**src/rtl/memory_controller.sv**
```systemverilog
// Initiator for the 8x8 memory array: one request at a time, sequenced as SETUP/ACCESS/HOLD on the array bus.
// Optional power-on clear of every row is enabled by defining MEM_CLEAR_EN.
module memory_controller #(
    parameter int ACCESS_CYCLES = 1,
    parameter int ADDR_W        = 3,
    parameter int DATA_W        = 8
) (
    input  logic              clk,
    input  logic              reset,
    input  logic              req_valid,
    output logic              req_ready,
    input  logic              req_write,
    input  logic [ADDR_W-1:0] req_address,
    input  logic [DATA_W-1:0] req_wdata,
    output logic              rsp_valid,
    input  logic              rsp_ready,
    output logic [DATA_W-1:0] rsp_data,
    output logic              busy,
    output logic              mem_op,
    output logic              mem_select,
    output logic [ADDR_W-1:0] mem_address,
    output logic [DATA_W-1:0] mem_data_input,
    input  logic [DATA_W-1:0] mem_data_output,
    output logic [2:0]        dbg_state
);

    // Handshakes: a request transfers on a rising edge where req_valid && req_ready;
    // a response transfers on a rising edge where rsp_valid && rsp_ready. A source
    // holds its payload stable until the transfer edge.

`ifdef MEM_CLEAR_EN
    typedef enum logic [2:0] {
        IDLE   = 3'd0,
        SETUP  = 3'd1,
        ACCESS = 3'd2,
        HOLD   = 3'd3,
        RESP   = 3'd4,
        CLEAR  = 3'd5
    } state_t;
`else
    typedef enum logic [2:0] {
        IDLE   = 3'd0,
        SETUP  = 3'd1,
        ACCESS = 3'd2,
        HOLD   = 3'd3,
        RESP   = 3'd4
    } state_t;
`endif

    state_t      state;
    logic [3:0]  cnt;
`ifdef MEM_CLEAR_EN
    logic [ADDR_W-1:0] row;
    logic              clearing;
`endif

    assign dbg_state = state;

    always_ff @(posedge clk) begin
        if (reset) begin
`ifdef MEM_CLEAR_EN
            state    <= CLEAR;
            row      <= '0;
            clearing <= 1'b1;
`else
            state    <= IDLE;
`endif
            cnt            <= '0;
            req_ready      <= 1'b0;
            rsp_valid      <= 1'b0;
            rsp_data       <= '0;
            busy           <= 1'b0;
            mem_op         <= 1'b0;
            mem_select     <= 1'b0;
            mem_address    <= '0;
            mem_data_input <= '0;
        end else begin
            case (state)
                IDLE: begin
                    if (req_valid && req_ready) begin
                        mem_op         <= req_write;
                        mem_address    <= req_address;
                        mem_data_input <= req_wdata;
                        req_ready      <= 1'b0;
                        busy           <= 1'b1;
                        state          <= SETUP;
                    end else begin
                        req_ready <= 1'b1;
                    end
                end
                SETUP: begin
                    mem_select <= 1'b1;
                    cnt        <= 4'(ACCESS_CYCLES - 1);
                    state      <= ACCESS;
                end
                ACCESS: begin
                    if (cnt == 4'd0) begin
                        // The array read path is combinational, so data is valid on this last edge.
                        mem_select <= 1'b0;
                        rsp_data   <= mem_op ? '0 : mem_data_output;
                        state      <= HOLD;
                    end else begin
                        cnt <= cnt - 4'd1;
                    end
                end
                HOLD: begin
`ifdef MEM_CLEAR_EN
                    if (clearing) begin
                        if (&row) begin
                            clearing  <= 1'b0;
                            busy      <= 1'b0;
                            req_ready <= 1'b1;
                            state     <= IDLE;
                        end else begin
                            row   <= row + ADDR_W'(1);
                            state <= CLEAR;
                        end
                    end else begin
                        rsp_valid <= 1'b1;
                        state     <= RESP;
                    end
`else
                    rsp_valid <= 1'b1;
                    state     <= RESP;
`endif
                end
                RESP: begin
                    if (rsp_ready) begin
                        rsp_valid <= 1'b0;
                        busy      <= 1'b0;
                        req_ready <= 1'b1;
                        state     <= IDLE;
                    end
                end
`ifdef MEM_CLEAR_EN
                CLEAR: begin
                    mem_op         <= 1'b1;
                    mem_address    <= row;
                    mem_data_input <= '0;
                    busy           <= 1'b1;
                    state          <= SETUP;
                end
`endif
                default: state <= IDLE;
            endcase
        end
    end

endmodule

```
**config.mk**
```make
export PLATFORM = sky130hd
export DESIGN_NAME = memory_controller
export DESIGN_NICKNAME = d
export VERILOG_FILES = /design/src/rtl/memory_controller.sv
export SDC_FILE = /design/constraint.sdc
export NUM_CORES = 1
export LEC_CHECK = 0
export ABC_AREA = 1
export CORE_UTILIZATION = 42
export DETAILED_ROUTE_END_ITERATION = 7
export PLACE_DENSITY = 0.81
export SKIP_CTS_REPAIR_TIMING = 1
export SYNTH_ARGS = -nofsm -noshare
export SYNTH_HDL_FRONTEND = slang
export SYNTH_SLANG_ARGS = --single-unit
```
**constraint.sdc**
```tcl
create_clock -name clk -period 1.6 [get_ports clk]
set_input_delay 0.16 -clock clk [delete_from_list [all_inputs] [get_ports clk]]
set_output_delay 0.16 -clock clk [all_outputs]
set_load 0.1 [all_outputs]
```
# Word-level counts from Yosys, hierarchy flattened

Cells that the tools add are included.

Add/subtract/negate cells: 1
Eq/ne operators: 8
Mux-type cells: 16
Reductions and logical operators: 14

Operators with widths:

| cell                                                                  | number |
|---|---|
| 3-bit one-hot mux with 5 select lines                                 | 1 |
| 2-bit AND reduction                                                   | 6 |
| 3-bit two-way mux                                                     | 3 |
| 8-bit two-way mux                                                     | 1 |
| 2-bit inequality test, second input constant                          | 4 |
| 1-bit one-hot mux with 2 select lines                                 | 4 |
| 4-bit one-hot mux with 2 select lines                                 | 1 |
| 3-bit by 2-bit equality test with 1-bit output, second input constant | 2 |
| 3-bit AND reduction                                                   | 2 |
| 2-bit nonzero test                                                    | 3 |
| 1-bit two-way mux                                                     | 5 |
| 4-bit zero test                                                       | 1 |
| 4-bit two-way mux                                                     | 1 |
| 4-bit by 1-bit subtractor with 4-bit output, second input constant    | 1 |
| 3-bit by 1-bit equality test with 1-bit output, second input constant | 1 |
| 3-bit equality test, second input constant                            | 1 |
| 3-bit zero test                                                       | 1 |
| 1-bit logical AND                                                     | 1 |

Register bits: 31
Input bits: 24
Output and inout port bits: 27
Logic and storage cells: 49

# Logic depth before layout (Yosys ltp)

Gate-level depths: netlist of run 1.

Depth in word-level cells: 3
Mapped depth: 8
Gate-level depth less buffers: 8

# Least setup slack after synthesis of run 1

Ideal clock, no wire load.

Path type: flip-flop to flip-flop
Start point: reg state[1] (netlist: dbg_state[1])
End point: reg mem_op
Setup time: 0.126 ns
Arrival time: 1.669 ns
Required time: 1.474 ns
Slack: -0.196 ns
Stages on the path, launching flop included: 5
Path buffers: 1
Clock period less this slack: 1.796 ns
Cells stage by stage: dfxtp_1 inv_2 nand4_4 buf_2 a21oi_1

Cells in the longest elaborated chain, start to end: 2

RTL lines:

| element                       | RTL line | RTL |
|---|---|---|
| start: declaration            | 50       | `state_t state;` |
| start signal: assignment      | 66       | `state <= IDLE;` |
| start signal: assignment      | 86       | `state <= SETUP;` |
| start signal: assignment      | 94       | `state <= ACCESS;` |
| 3-bit zero test               | 78       | `case (state)` |
| 2-bit AND reduction (no line) | --       |  |
| end signal: assignment        | 81       | `mem_op <= req_write;` |
| end: declaration              | 19       | `output logic mem_op,` |

No other way between the ends.
A chain may end at the register's enable or synchronous reset.

# Worst setup path after layout of run 1

Start point: reg cnt[0]
End point: reg rsp_data[7]

Cells in the longest elaborated chain, start to end: 2

RTL lines:

| element                       | RTL line | RTL |
|---|---|---|
| start: declaration            | 51       | `logic [3:0] cnt;` |
| start signal: assignment      | 93       | `cnt <= 4'(ACCESS_CYCLES - 1);` |
| start signal: assignment      | 103      | `cnt <= cnt - 4'd1;` |
| 4-bit zero test               | 97       | `if (cnt == 4'd0) begin` |
| 2-bit AND reduction (no line) | --       |  |
| end signal: assignment        | 100      | `rsp_data <= mem_op ? '0 : mem_data_output;` |
| end: declaration              | 17       | `output logic [DATA_W-1:0] rsp_data,` |

No other way between the ends.

==> flow_metrics.py, run 1 <==
metrics = {
    "run_status": {
        "outcome": "finished with violations",
        "failed_checks": "DRC",
    },
    "sta": {
        "slew_headroom_pct": 70.83,
        "period_minus_slack_ns": 1.378,
        "setup_violations": 0,
        "finalMaxSlewViolations": 0,
        "rsz0062_at_grt": "no",
        "hold_viol_final": 0,
        "fmax_mhz": 725.8,
        "finClkSkew_ns": 0.008633,
        "worst_slew_pin_slew_ns": 0.4370,
        "fin_crit_sh_pct": 86.11,
        "tns_ns": 0,
    },
    "setup_path": {
        "worstPathMaxFanout": 9,
        "max_stage_delay_ns": 0.37,
        "reg2regPathDepth": 7,
        "critPathSlowestCell": "dfxtp_1",
        "critPathRequiredTime_ns": 1.86,
        "crit_chain": "inv_1 > ha_1 > nand2_1 > nor2_8 > inv_2 > nand2_1 > a21oi_1",
        "cp_common_cell": "nand2_1",
        "crit_arrival_ns": 1.63,
        "critPathKind": "flop to flop",
        "cp-end-kind": "flop",
        "startpoint_type": "flop",
    },
    "routing": {
        "drt_iter0_drc": 46,
        "num_vias": 1260,
        "wl_per_cell_um": 12.72,
        "wirelength_um": 3091,
        "route.detailed.drc": 4,
        "first_pass_iters": 6,
        "ant_nets": 0,
        "vias_per_cell": 5.185,
    },
    "logic_synthesis": {
        "synthesis.area_um2": 1255,
        "synth_top_cell_area_share_pct": 49.45,
        "ys_seq_area_share_pct": 49.45,
        "synth.area.top_cells": "dfxtp_1 49%, a21oi_1 10%, inv_1 6.3%",
        "yosys_warnings": 0,
        "yosysTopAreaCell": "dfxtp_1",
        "synth-seq-cells": 31,
        "syn-num-nets": 183,
        "syn_inst": 157,
        "avgSynthCellArea_um2": 7.993,
        "ys_types": 22,
    },
    "grt": {
        "antenna_found_initial": 0,
        "grt.total_usage_pct": 21.14,
        "grt_first_pass_wirelength_um": 5078,
        "grt_pass1_vias": 1231,
        "overflow": 0,
        "grt_max_degree": 26,
    },
    "floorplanning": {
        "die_x_um": 56.66,
        "pin_count": 51,
        "fp.dieH_um": 56.66,
        "dieArea_um2": 3210,
        "core_um2": 2805,
        "core.rowCount": 19,
        "initial_core_util_pct": 44.74,
    },
    "clocking": {
        "clock-sinks": 31,
        "cts_tree": "yes",
        "cts_buffers": 5,
        "cts.clk_slew.worst_paths_ns": 0.09,
        "worstSkewPairLatency_ns": 0.33,
        "cts_buffer_depth": 2,
        "root_buffer": "clkbuf_4",
        "ctsHtreeMaxLevel": 2,
    },
    "finish": {
        "syn_to_final_growth_pct": 67.70,
        "drive_gt1_share_pct": 22.64,
        "fillers": 207,
        "fin_area_um2": 2105,
        "diodes": 0,
        "fin_nets": 237,
        "post-route-util_pct": 75.02,
    },
    "pwr": {
        "powerDensity_nw_per_um2": 2236,
        "ir_drop_v": 0.001439,
        "power_leakage_nw": 0.8321,
    },
    "min_path": {
        "min_path_type": "primary input to flop",
        "min_path_cells": 3,
    },
    "placement": {
        "port_buffers": 50,
        "hpwl_um": 2447,
        "placed_area_um2": 2054,
        "gp_congestion": 0.8771,
    },
    "flow_run": {
        "maxCapViolations": 0,
    },
}
final cells by class:
cell class / instances / area, um2 / area share, %
clock buffer: 7 / 45.04 / 2.140
clock inverter: 1 / 5.005 / 0.2378
inverter: 24 / 90.09 / 4.281
multi-input combinational: 98 / 520.5 / 24.73
sequential: 31 / 626.9 / 29.79
tap: 31 / 38.79 / 1.843
timing repair buffer: 51 / 778.2 / 36.98
critical path: cells and delay by family, from the launching register on:
family,cells,cell delay (ns)
DFF,1,0.37
adders and majority gates,1,0.19
and+or+nand+nor,3,0.34
buffers and inverters,2,0.22
AOI/OAI and AO/OA,1,0.18
final timing paths:
| check | startpoint | to | slack, ns |
|---|---|---|---|
| worst max register to register | cnt[0] | rsp_data[7] | 0.22 |
| worst max-delay path | cnt[0] | rsp_data[7] | 0.22 |
| worst min register to register | mem_address[2] | mem_address[2] | 0.49 |
| worst min-delay path | mem_data_output[4] | rsp_data[4] | 0.40 |
cells in the mapped netlist:
master / n
nand2_1: 21
nand3_2: 1
nor2_4: 1
o21ai_1: 7
ha_1: 2
dfxtp_1: 31
buf_2: 1
nand4_4: 1
nor2_1: 10
nand2_2: 1
clkinv_1: 1
inv_1: 21
buf_6: 1
nor2_8: 1
nand3_1: 14
a21oi_1: 26
inv_2: 2
nor3_1: 3
a21oi_2: 1
o21ai_0: 8
clkbuf_1: 2
nand2_4: 1
state kept, by name, indices dropped and copies added (netlist names):
signal,cells
req_ready,1
busy,1
rsp_valid,1
rsp_data,8
mem_op,1
cnt,4
mem_data_input,8
mem_select,1
mem_address,3
dbg_state,3
per-stage QoR:
| stage | hold slack, ns | setup WS, ns | instances | power, mW |
|---|---|---|---|---|
| 2_1_floorplan | 0.2217 | 0.2008 | 157 | 3.244 |
| 3_3_place_gp | 0.4694 | 0.1546 | 235 | 4.207 |
| 3_5_place_dp | 0.4790 | 0.08121 | 235 | 4.310 |
| 4_1_cts | 0.3874 | 0.2170 | 243 | 4.739 |
| 5_1_grt | 0.3948 | 0.08393 | 243 | 4.935 |
| 6_report | 0.4023 | 0.2222 | 243 | 4.707 |
logic make-up (layout without fill, tap and decap cells):
family,Yosys count,after routing,share of synthesized area [%]
AO/OA/AOI/OAI,42,42,17.05
AND/OR/NAND/NOR,54,54,22.43
buffers and inverters,28,83,9.073
adder cells (fa/ha/maj),2,2,1.994
flip-flops,31,31,49.45
layer usage:
metal  share of wire [%]  GRT usage (%)  vias to the layer above
li1                    -              -                      626
met1                  38          21.58                      572
met2                  53          36.22                       54
met3                 6.3          6.452                        8
met4                 2.7          15.36                        0
met5                   0              0                        -
placed cells by master (no fill, tap or decap), drive strengths merged:
cell type / n
nor3: 3
clkbuf: 7
inv: 23
o21ai: 15
a21oi: 27
nand3: 15
nor2: 12
buf: 28
ha: 2
clkinv: 2
nand4: 1
nand2: 23
clkdlybuf4s50: 23
dfxtp: 31
where the power goes:
group / switching (mW) / leakage, nW / internal [mW]
clock: 0.249 / 0.0293 / 0.171
sequential: 0.290 / 0.255 / 1.01
combinational: 1.97 / 0.548 / 1.01
(Power assumes the default switching activity.)
==> inputs of run 2 (changes only) <==
ABC_CLOCK_PERIOD_IN_PS = 1600   (was default)
CTS_CLUSTER_SIZE = 14   (was default)
==> results of run 2 <==
Final layout, timing and power as in run 1 (identical DEF).
